<file path="config.mk">
export PLATFORM = sky130hd
export DESIGN_NAME = seq_alu
export DESIGN_NICKNAME = d
export VERILOG_FILES = /design/src/rtl/seq_alu_pkg.sv /design/src/rtl/seq_alu_muldiv.sv /design/src/rtl/seq_alu.sv
export SDC_FILE = /design/constraint.sdc
export NUM_CORES = 1
export LEC_CHECK = 0
export ABC_AREA = 1
export ABC_CLOCK_PERIOD_IN_PS = 6700
export CAP_MARGIN = 20
export CELL_PAD_IN_SITES_DETAIL_PLACEMENT = 0
export CELL_PAD_IN_SITES_GLOBAL_PLACEMENT = 1
export CORE_MARGIN = 3
export CORE_UTILIZATION = 39
export CTS_BUF_LIST = sky130_fd_sc_hd__clkbuf_4
export DETAILED_ROUTE_END_ITERATION = 10
export GPL_TIMING_DRIVEN = 0
export PLACE_DENSITY = 0.81
export RECOVER_POWER = 100
export SKIP_LAST_GASP = 1
export SYNTH_ARGS = -nofsm -noshare
export SYNTH_HDL_FRONTEND = slang
export SYNTH_SLANG_ARGS = --single-unit
</file>
<file path="constraint.sdc">
create_clock -name clk -period 6.7 [get_ports clk]
set_input_delay 1.34 -clock clk [delete_from_list [all_inputs] [get_ports clk]]
set_output_delay 1.34 -clock clk [all_outputs]
set_load 0.005 [all_outputs]
</file>
<file path="src/rtl/seq_alu_pkg.sv">
// Shared opcode constants and iterative-unit state encoding for seq_alu.
package seq_alu_pkg;

    localparam logic [3:0] OP_ADD   = 4'd0;
    localparam logic [3:0] OP_SUB   = 4'd1;
    localparam logic [3:0] OP_AND   = 4'd2;
    localparam logic [3:0] OP_OR    = 4'd3;
    localparam logic [3:0] OP_NOR   = 4'd4;
    localparam logic [3:0] OP_SLT   = 4'd5;
    localparam logic [3:0] OP_SLL   = 4'd6;
    localparam logic [3:0] OP_SRL   = 4'd7;
    localparam logic [3:0] OP_MULT  = 4'd8;
    localparam logic [3:0] OP_DIV   = 4'd9;
    localparam logic [3:0] OP_SRA   = 4'd10;
    localparam logic [3:0] OP_SLTU  = 4'd11;
    localparam logic [3:0] OP_MULTU = 4'd12;
    localparam logic [3:0] OP_DIVU  = 4'd13;

    typedef enum logic [1:0] {
        ST_IDLE = 2'd0,
        ST_MUL  = 2'd1,
        ST_DIV  = 2'd2,
        ST_FIX  = 2'd3
    } md_state_e;

    function automatic logic is_muldiv(input logic [3:0] op);
        return (op == OP_MULT) || (op == OP_MULTU) || (op == OP_DIV) || (op == OP_DIVU);
    endfunction

endpackage

</file>
<file path="src/rtl/seq_alu_muldiv.sv">
// Iterative shift-add multiplier / restoring divider on operand magnitudes.
// One step per cycle for WIDTH cycles, then a FIX cycle applies the result signs.
module seq_alu_muldiv
    import seq_alu_pkg::*;
#(
    parameter int WIDTH = 32
) (
    input  logic             clk,
    input  logic             rst,
    input  logic             launch,
    input  logic             op_div,
    input  logic             op_signed,
    input  logic [WIDTH-1:0] opa,
    input  logic [WIDTH-1:0] opb,
    output logic             busy,
    output logic             fin,
    output logic [WIDTH-1:0] res_hi,
    output logic [WIDTH-1:0] res_lo,
    output logic             res_ovf
);
    localparam int SHW = $clog2(WIDTH);
    localparam logic [SHW-1:0] CNT_LAST = SHW'(WIDTH - 1);
    localparam logic [WIDTH-1:0] MOST_NEG = {1'b1, {(WIDTH-1){1'b0}}};

    md_state_e        state_q, state_d;
    logic [SHW-1:0]   cnt_q, cnt_d;
    logic [WIDTH-1:0] acc_hi_q, acc_hi_d;
    logic [WIDTH-1:0] acc_lo_q, acc_lo_d;
    logic [WIDTH-1:0] opnd_q, opnd_d;
    logic             div_q, div_d;
    logic             neg_hi_q, neg_hi_d;
    logic             neg_lo_q, neg_lo_d;
    logic             ovf_q, ovf_d;

    logic             sign_a, sign_b;
    logic [WIDTH-1:0] mag_a, mag_b;
    logic [WIDTH:0]   mul_sum;
    logic [WIDTH:0]   div_shift;
    logic [WIDTH+1:0] div_diff;
    logic [2*WIDTH-1:0] prod_neg;

    assign sign_a    = op_signed & opa[WIDTH-1];
    assign sign_b    = op_signed & opb[WIDTH-1];
    assign mag_a     = sign_a ? -opa : opa;
    assign mag_b     = sign_b ? -opb : opb;
    assign mul_sum   = {1'b0, acc_hi_q} + (acc_lo_q[0] ? {1'b0, opnd_q} : '0);
    assign div_shift = {acc_hi_q, acc_lo_q[WIDTH-1]};
    assign div_diff  = {1'b0, div_shift} - {2'b00, opnd_q};
    assign prod_neg  = -{acc_hi_q, acc_lo_q};

    always_comb begin
        state_d  = state_q;
        cnt_d    = cnt_q;
        acc_hi_d = acc_hi_q;
        acc_lo_d = acc_lo_q;
        opnd_d   = opnd_q;
        div_d    = div_q;
        neg_hi_d = neg_hi_q;
        neg_lo_d = neg_lo_q;
        ovf_d    = ovf_q;
        unique case (state_q)
            ST_IDLE: begin
                if (launch) begin
                    // acc_lo holds the multiplier / dividend, opnd the multiplicand / divisor
                    acc_hi_d = '0;
                    acc_lo_d = mag_a;
                    opnd_d   = mag_b;
                    cnt_d    = '0;
                    div_d    = op_div;
                    neg_lo_d = sign_a ^ sign_b;
                    if (op_div) begin
                        neg_hi_d = sign_a;
                        ovf_d    = op_signed && (opa == MOST_NEG) && (opb == '1);
                        state_d  = ST_DIV;
                    end else begin
                        neg_hi_d = sign_a ^ sign_b;
                        ovf_d    = 1'b0;
                        state_d  = ST_MUL;
                    end
                end
            end
            ST_MUL: begin
                {acc_hi_d, acc_lo_d} = {mul_sum, acc_lo_q[WIDTH-1:1]};
                cnt_d = cnt_q + 1'b1;
                if (cnt_q == CNT_LAST) begin
                    cnt_d   = '0;
                    state_d = ST_FIX;
                end
            end
            ST_DIV: begin
                if (!div_diff[WIDTH+1]) begin
                    acc_hi_d = div_diff[WIDTH-1:0];
                    acc_lo_d = {acc_lo_q[WIDTH-2:0], 1'b1};
                end else begin
                    acc_hi_d = div_shift[WIDTH-1:0];
                    acc_lo_d = {acc_lo_q[WIDTH-2:0], 1'b0};
                end
                cnt_d = cnt_q + 1'b1;
                if (cnt_q == CNT_LAST) begin
                    cnt_d   = '0;
                    state_d = ST_FIX;
                end
            end
            ST_FIX: begin
                state_d = ST_IDLE;
            end
            default: state_d = ST_IDLE;
        endcase
    end

    always_comb begin
        res_hi = acc_hi_q;
        res_lo = acc_lo_q;
        if (div_q) begin
            if (neg_hi_q) res_hi = -acc_hi_q;
            if (neg_lo_q) res_lo = -acc_lo_q;
        end else if (neg_hi_q) begin
            {res_hi, res_lo} = prod_neg;
        end
    end

    assign busy    = (state_q != ST_IDLE);
    assign fin     = (state_q == ST_FIX);
    assign res_ovf = ovf_q;

    always_ff @(posedge clk or posedge rst) begin
        if (rst) begin
            state_q  <= ST_IDLE;
            cnt_q    <= '0;
            acc_hi_q <= '0;
            acc_lo_q <= '0;
            opnd_q   <= '0;
            div_q    <= 1'b0;
            neg_hi_q <= 1'b0;
            neg_lo_q <= 1'b0;
            ovf_q    <= 1'b0;
        end else begin
            state_q  <= state_d;
            cnt_q    <= cnt_d;
            acc_hi_q <= acc_hi_d;
            acc_lo_q <= acc_lo_d;
            opnd_q   <= opnd_d;
            div_q    <= div_d;
            neg_hi_q <= neg_hi_d;
            neg_lo_q <= neg_lo_d;
            ovf_q    <= ovf_d;
        end
    end

endmodule

</file>
<file path="src/rtl/seq_alu.sv">
// Sequential ALU: single-cycle ops registered on the start edge, MULT/DIV via seq_alu_muldiv.
// start is ignored while busy; alu_done pulses for one cycle when a result lands.
module seq_alu
    import seq_alu_pkg::*;
#(
    parameter int WIDTH = 32
) (
    input  logic             clk,
    input  logic             rst,
    input  logic             start,
    input  logic [3:0]       alu_control,
    input  logic [WIDTH-1:0] alu_srcA,
    input  logic [WIDTH-1:0] alu_srcB,
    output logic [WIDTH-1:0] alu_result,
    output logic [WIDTH-1:0] hi,
    output logic [WIDTH-1:0] lo,
    output logic             overflow,
    output logic             alu_zero,
    output logic             busy,
    output logic             alu_done
);
    localparam int SHW = $clog2(WIDTH);

    logic [WIDTH-1:0] alu_result_q, alu_result_d;
    logic [WIDTH-1:0] hi_q, hi_d;
    logic [WIDTH-1:0] lo_q, lo_d;
    logic             overflow_q, overflow_d;
    logic             alu_done_q, alu_done_d;

    logic             md_busy, md_fin, md_ovf, md_launch;
    logic [WIDTH-1:0] md_hi, md_lo;
    logic             accept, op_md, op_div, op_signed, div_zero;
    logic [SHW-1:0]   shamt;
    logic [WIDTH-1:0] sc_result;
    logic             sc_ovf;

    assign accept    = start & ~md_busy;
    assign op_md     = is_muldiv(alu_control);
    assign op_div    = (alu_control == OP_DIV) || (alu_control == OP_DIVU);
    assign op_signed = (alu_control == OP_MULT) || (alu_control == OP_DIV);
    assign div_zero  = op_div && (alu_srcB == '0);
    assign md_launch = accept & op_md & ~div_zero;
    assign shamt     = alu_srcA[SHW-1:0];

    always_comb begin
        sc_result = '0;
        sc_ovf    = 1'b0;
        case (alu_control)
            OP_ADD: begin
                sc_result = alu_srcA + alu_srcB;
                sc_ovf    = (alu_srcA[WIDTH-1] == alu_srcB[WIDTH-1]) &&
                            (sc_result[WIDTH-1] != alu_srcA[WIDTH-1]);
            end
            OP_SUB: begin
                sc_result = alu_srcA - alu_srcB;
                sc_ovf    = (alu_srcA[WIDTH-1] != alu_srcB[WIDTH-1]) &&
                            (sc_result[WIDTH-1] != alu_srcA[WIDTH-1]);
            end
            OP_AND:  sc_result = alu_srcA & alu_srcB;
            OP_OR:   sc_result = alu_srcA | alu_srcB;
            OP_NOR:  sc_result = ~(alu_srcA | alu_srcB);
            OP_SLT:  sc_result = {{(WIDTH-1){1'b0}}, $signed(alu_srcA) < $signed(alu_srcB)};
            OP_SLTU: sc_result = {{(WIDTH-1){1'b0}}, alu_srcA < alu_srcB};
            OP_SLL:  sc_result = alu_srcB << shamt;
            OP_SRL:  sc_result = alu_srcB >> shamt;
            OP_SRA:  sc_result = $signed(alu_srcB) >>> shamt;
            default: begin
                sc_result = '0;
                sc_ovf    = 1'b0;
            end
        endcase
    end

    always_comb begin
        alu_result_d = alu_result_q;
        hi_d         = hi_q;
        lo_d         = lo_q;
        overflow_d   = overflow_q;
        alu_done_d   = 1'b0;
        if (md_fin) begin
            hi_d       = md_hi;
            lo_d       = md_lo;
            overflow_d = md_ovf;
            alu_done_d = 1'b1;
        end else if (accept) begin
            if (op_md) begin
                // divide by zero completes immediately; other mul/div ops finish via FIX
                if (div_zero) begin
                    hi_d       = '0;
                    lo_d       = '0;
                    overflow_d = 1'b1;
                    alu_done_d = 1'b1;
                end
            end else begin
                alu_result_d = sc_result;
                overflow_d   = sc_ovf;
                alu_done_d   = 1'b1;
            end
        end
    end

    always_ff @(posedge clk or posedge rst) begin
        if (rst) begin
            alu_result_q <= '0;
            hi_q         <= '0;
            lo_q         <= '0;
            overflow_q   <= 1'b0;
            alu_done_q   <= 1'b0;
        end else begin
            alu_result_q <= alu_result_d;
            hi_q         <= hi_d;
            lo_q         <= lo_d;
            overflow_q   <= overflow_d;
            alu_done_q   <= alu_done_d;
        end
    end

    seq_alu_muldiv #(.WIDTH(WIDTH)) u_muldiv (
        .clk       (clk),
        .rst       (rst),
        .launch    (md_launch),
        .op_div    (op_div),
        .op_signed (op_signed),
        .opa       (alu_srcA),
        .opb       (alu_srcB),
        .busy      (md_busy),
        .fin       (md_fin),
        .res_hi    (md_hi),
        .res_lo    (md_lo),
        .res_ovf   (md_ovf)
    );

    assign alu_result = alu_result_q;
    assign hi         = hi_q;
    assign lo         = lo_q;
    assign overflow   = overflow_q;
    assign alu_done   = alu_done_q;
    assign busy       = md_busy;
    assign alu_zero   = (alu_result_q == '0);

endmodule

</file>
# After elaboration in Yosys (flattened, before gate mapping)
# Index checks and enable logic that the tools add are counted.
# W data, S select, Z words.
totals:
  inputBits: 71
  ff_bits: 205
  output_inout_bits: 100
  word_cells: 135
classes:
  n_reduce_logical: 28
  n_eq_ne: 26
  muxes: 39
  order_cmp: 2
  shift: 3
  addsub: 10
  n_bitwise: 13
ops:
  columns: ["operator", "count"]
  rows:
  - ["$mux W32", 17]
  - ["$pmux W32 S10", 1]
  - ["$pmux W32 S3", 2]
  - ["$neg A32 Y32", 4]
  - ["$eq A32 B32 Y1 const B", 2]
  - ["$logic_not A32 Y1", 2]
  - ["$lt A32 B32 Y1", 2]
  - ["$neg A64 Y64", 1]
  - ["$sub A33 B32 Y34", 1]
  - ["$add A32 B33 Y33", 1]
  - ["$add A32 B32 Y32", 1]
  - ["$and A32 B32 Y32", 1]
  - ["$not A32 Y32", 1]
  - ["$or A32 B32 Y32", 1]
  - ["$shl A32 B5 Y32", 1]
  - ["$shr A32 B5 Y32", 1]
  - ["$sshr A32 B5 Y32", 1]
  - ["$sub A32 B32 Y32", 1]
  - ["$eq A4 B4 Y1 const B", 6]
  - ["$eq A4 B3 Y1 const B", 4]
  - ["$mux W1", 11]
  - ["$mux W5", 2]
  - ["$pmux W5 S2", 1]
  - ["$reduce_and A2 Y1", 5]
  - ["25 further kinds", 51]

# Longest topological paths before layout
depth:
  depth_word: 8
  mapped_depth: 21
  mapped_depth_nobuf: 19

# Cells and area by module
# From an unflattened synthesis, not the netlist that was laid out.
unflattened:
  hier_cells: 5233
  hier_area_um2: 28942.8
by_module_without_submodules:
  columns: ["module", "n_inst", "seq_area_each_um2", "cells_per_inst", "area_per_inst_um2"]
  rows:
  - ["seq_alu_muldiv", 1, 2677.6, 2606, 14533.9]
  - ["seq_alu", 1, 2452.4, 2627, 14408.8]

# Worst setup path before layout
# No wires, ideal clock.
synth_path:
  kind: "input to register"
  startpoint: "input port alu_srcA[4]"
  endpoint: "register alu_result_q[0], in the netlist alu_result[0]"
  arrival_ns: 3.590
  t_required_ns: 6.583
  path_buffers: 4
  path_slack_ns: 2.993
  cell_stages: 20
  setup_time_ns: 0.117
  path_cell_list: "buf_2 -> inv_1 -> clkbuf_1 -> buf_1 -> ha_1 -> buf_2 -> nor2_1 -> nand2_1 -> inv_1 -> nand2_1 -> nand2_1 -> nand2_1 -> nand2_1 -> nand3_1 -> nand2_1 -> nor2_1 -> nor2_1 -> nand2_1 -> nand2_1 -> nand2_1"
synth_via:
  elab_chain_cells: 2
  elab_cells_between_ends: 6
  cone_classes: "2 x order compare; 3 x shift; 1 x mux"
synth_rtl:
  columns: ["element", "line", "text"]
  rows:
  - ["start, declared", "seq_alu.sv:12", "input logic [WIDTH-1:0] alu_srcA,"]
  - ["$lt A32 B32 Y1 (tied with other cells)", "seq_alu.sv:63", "OP_SLTU: sc_result = {{(WIDTH-1){1'b0}}, alu_srcA < alu_srcB};"]
  - ["$pmux W32 S10 *", "seq_alu.sv:48", "case (alu_control)"]
  - ["end signal, assigned", "seq_alu.sv:110", "alu_result_q <= alu_result_d;"]
  - ["end, declared", "seq_alu.sv:24", "logic [WIDTH-1:0] alu_result_q, alu_result_d;"]
# Mark *: on every way between the ends. The rest lies on a longest branch, timed or not.
# A chain may end at the register's enable or synchronous reset.

# Worst setup path after layout
layout_path:
  startpoint: "input port alu_srcA[1]"
  endpoint: "register alu_result_q[10], in the netlist alu_result[10]"
layout_via:
  elab_chain_cells: 2
  elab_cells_between_ends: 6
  cone_classes: "2 x add/sub; 3 x shift; 1 x mux"
layout_rtl:
  columns: ["element", "line", "text"]
  rows:
  - ["$sub A32 B32 Y32 (tied with other cells)", "seq_alu.sv:55", "sc_result = alu_srcA - alu_srcB;"]
  - ["$pmux W32 S10 *", "seq_alu.sv:48", null]
# Marked as above.

==> flow_metrics.py <==
metrics = {
    "clock_network": {
        "cts_tree": "yes",
        "cts_setup_buffers": 0,
        "cts_resized": 0,
        "insertion_delay_ns": 0.85,
        "cts.sinks": 205,
        "clockBufferDepth": 3,
        "htreeDepth": 2,
        "cts_buffers": 59,
        "hold_buffers": 0,
        "root_buffer": "clkbuf_4",
        "clk_pin_slew_worst_paths_ns": 0.07,
    },
    "floorplan": {
        "initial_utilization": 0.396,
        "core_area_mm2": 0.0721,
        "rows": 98,
        "die_area_mm2": 0.0766,
        "die_w_um": 277,
        "dieHeight_um": 277,
        "io_pins": 171,
    },
    "layout": {
        "utilization": 0.447,
        "area_growth_pct": 12.9,
        "instances_no_fill": 6371,
        "fillers": 8260,
        "final_area_mm2": 0.0323,
        "fin_nets": 5627,
        "drive_gt1_frac": 0.0476,
    },
    "placement": {
        "dp_hpwl_um": 130000,
        "io_buffer_count": 170,
        "dpl_worst_slack_ns": 0.672,
        "dp_cells": 6259,
        "routabilityCongestion": 1.07,
        "place_area_mm2": 0.0316,
    },
    "timing": {
        "post-route-min-period_ns": 5.86,
        "finClkSkew_ns": 0.0726,
        "fin_ws_ns": 0.841,
        "hold_violations": 0,
        "fin_tns_setup_ns": 0,
        "drv_slew": 37,
        "holdWs_ns": 0.468,
        "fin_crit_sh": 0.875,
        "clock.fmax_mhz": 171,
        "finalSetupViolCount": 0,
        "rsz0062_at_grt": "no",
        "slew_headroom": -0.526,
        "tightest_slew_ns": 2.29,
    },
    "synth": {
        "postSynthAreaPerCell_um2": 5.57,
        "synthFlopType": "dfrtp_1",
        "synthCells": 5133,
        "syn_area_mm2": 0.0286,
        "synth_simple_gate_area_frac": 0.459,
        "yosys_warnings": 0,
        "synth_mux_area_frac": 0.000350,
        "ys_types": 61,
        "synth_seq_area_share": 0.179,
        "synth_xor_area_frac": 0.0208,
        "synth-compound-area-share": 0.138,
        "syn_nets": 5390,
        "ys_async_sr_fraction": 1.00,
        "synth_fa_ha_area_frac": 0.0825,
        "synth_top_family_by_area": "simple AND/OR/NAND/NOR gates",
        "synth_edf_count": 0,
        "synth-seq-cells": 205,
    },
    "global_routing": {
        "grt_remaining_overflow": 0,
        "antenna_found_initial": 2,
        "grt_max_degree": 39,
        "track_usage": 0.390,
        "grt_first_pass_wirelength_um": 225000,
        "grt_pass1_vias": 34025,
    },
    "power": {
        "powerDensity_mw_per_mm2": 415,
        "irDropWorstVdd_mv": 0.288,
        "power_mw": 13.4,
        "leakagePower_nw": 17.3,
    },
    "flow_run": {
        "cap_viol_max_count": 2,
    },
    "worst_setup_path": {
        "critPathBufInv": 6,
        "crit_fanout": 12,
        "crit_family": "buffers and inverters",
        "critPathLaunchType": "input port",
        "crit_chain": "dlygate4sd3_1 -> clkbuf_1 -> inv_1 -> clkbuf_1 -> clkbuf_1 -> fa_1 -> inv_1 -> nand2_1 -> a21oi_1 -> nand2_1 -> nand2_1 -> nand2_1 -> nand2_1 -> nand2_1 -> nand2_1 -> o21ai_0 -> nor2_1 -> nand2_1 -> nand2_1 -> nand2_1",
        "cp_data_required_time_ns": 7.38,
        "critPathCaptureType": "flip-flop",
        "slowest_stage": "dlygate4sd3_1",
        "cp_slowest_stage_delay_ns": 0.78,
        "cpMostUsedCell": "nand2_1",
        "critical_path_class": "in2reg",
        "arrival_ns": 6.54,
    },
    "route": {
        "drt_iter0_drc": 4064,
        "vias": 36286,
        "dr.pass1.iters": 9,
        "via_per_inst": 5.70,
        "ant_nets": 0,
        "routedWlPerCell_um": 24.5,
        "drcViolationCount": 0,
        "wirelength_um": 156000,
    },
    "run_status": {
        "violations": "capacitance limit, slew limit",
        "status": "complete, but fails checks",
    },
    "hold_path": {
        "hold_class": "reg2reg",
    },
}
## final cells by class
| type | count | area (µm²) | area share |
|---|---|---|---|
| Tap cell | 950 | 1190 | 0.0369 |
| Inverter | 668 | 2510 | 0.0778 |
| Antenna cell | 5 | 12.5 | 0.000388 |
| Sequential cell | 205 | 5130 | 0.159 |
| Clock inverter | 17 | 100 | 0.00310 |
| Timing Repair Buffer | 176 | 1790 | 0.0555 |
| Clock buffer | 90 | 676 | 0.0209 |
| Buffer | 194 | 846 | 0.0262 |
| Multi-Input combinational cell | 4066 | 20000 | 0.620 |
## placed cells by master, fill, tap and decap left out, types with 16 or more instances in the layout
| cell | n |
|---|---|
| o22ai_1 | 44 |
| nor4_1 | 17 |
| ha_1 | 182 |
| xor2_1 | 56 |
| o21ai_0 | 274 |
| o21bai_1 | 16 |
| o211ai_1 | 27 |
| nand3b_1 | 17 |
| buf_2 | 62 |
| clkbuf_4 | 90 |
| dlygate4sd3_1 | 103 |
| nor3_1 | 42 |
| inv_2 | 22 |
| buf_1 | 17 |
| clkbuf_1 | 108 |
| a21oi_1 | 262 |
| nand3_1 | 598 |
| nand4_1 | 102 |
| nor2_1 | 446 |
| clkdlybuf4s50_1 | 67 |
| nand2_1 | 1806 |
| dfrtp_1 | 205 |
| inv_1 | 640 |
| nor2_2 | 23 |
## cell families (layout without fill, tap and decap cells)
| kind of cell | Yosys count | after routing |
|---|---|---|
| other | 0 | 5 |
| adder cells (fa/ha/maj) | 186 | 186 |
| XOR/XNOR | 68 | 68 |
| flip-flops | 205 | 205 |
| AND/OR/NAND/NOR | 3106 | 3106 |
| buffers and inverters | 862 | 1145 |
| multiplexers | 1 | 1 |
| AO/OA/AOI/OAI | 705 | 705 |
## routing by layer
layer	up-vias	GRT usage	routed length, µm
met1	16717	0.473	61700
met3	531	0.0596	12000
met4	0	0.268	13400
met5	-	0	0
li1	17130	-	-
met2	1908	0.635	69300
## synthesized netlist by cell type, types with 9 or more instances
cell type  number  area [µm²]
nand4_1       102         638
o21ai_0       254        1270
xor2_1         56         490
or2_2          10        62.6
and2_1         14        87.6
xnor2_1        12         105
o211ai_1       27         203
nor3_1         42         210
clkbuf_1       91         342
nor2_2         24         150
nand3_1       597        2990
a21oi_1       262        1310
nand3b_1       17         128
ha_1          182        2280
buf_4          10        75.1
o22ai_1        44         275
inv_1         640        2400
dfrtp_1       205        5130
buf_2          71         355
inv_2          23        86.3
nor2_1        445        1670
buf_1          17        63.8
a31oi_1         9        56.3
o221ai_1        9        78.8
nand2_1      1803        6770
a32o_1         10         100
nor4_1         17         106
o21ai_1        27         135
o21bai_1       16         120
## power breakdown
part	internal (mW)	switching, mW	total [mW]
Clock	0.649	0.638	1.29
Sequential	1.81	0.757	2.57
Combinational	3.02	6.49	9.52
## sequential cells by signal, indices dropped and copies added, names as in the netlist
name / count
alu_result: 32
overflow: 1
u_muldiv.state_q: 2
u_muldiv.neg_lo_q: 1
u_muldiv.cnt_q: 5
u_muldiv.opnd_q: 32
u_muldiv.neg_hi_q: 1
hi: 32
lo: 32
u_muldiv.div_q: 1
u_muldiv.acc_lo_q: 32
u_muldiv.res_ovf: 1
alu_done: 1
u_muldiv.acc_hi_q: 32
## worst reg2reg max path, cell delays in order, from the launching register on
cell,delay (ns)
dfrtp_1,0.31
buf_2,0.26
clkbuf_1,0.44
nand2_1,0.10
inv_1,0.07
ha_1,0.23
inv_1,0.08
fa_1,0.39
inv_1,0.07
nand2_1,0.06
o21ai_0,0.61
nand2_1,0.10
nand2_1,0.14
nand3_1,0.09
nand2_1,0.21
nand2_1,0.11
nand2_1,0.07
nand2_1,0.04
nand3_1,0.07
nand2_1,0.07
nand2_1,0.05
nand2_1,0.04
## final timing paths
kind                       slack, ns               endpoint            startpoint  cells after the start
max in group asynchronous       2.54          alu_result[1]                   rst                      5
max                             0.84         alu_result[10]           alu_srcA[1]                     20
min                             0.47                 lo[12]                lo[12]                      2
max reg2reg                     2.98  u_muldiv.acc_hi_q[29]  u_muldiv.acc_lo_q[0]                     21
min in group asynchronous       1.30     u_muldiv.opnd_q[7]                   rst                      2
min reg2reg                     0.47                 lo[12]                lo[12]                      2
Power figures use the tool's default switching activity.
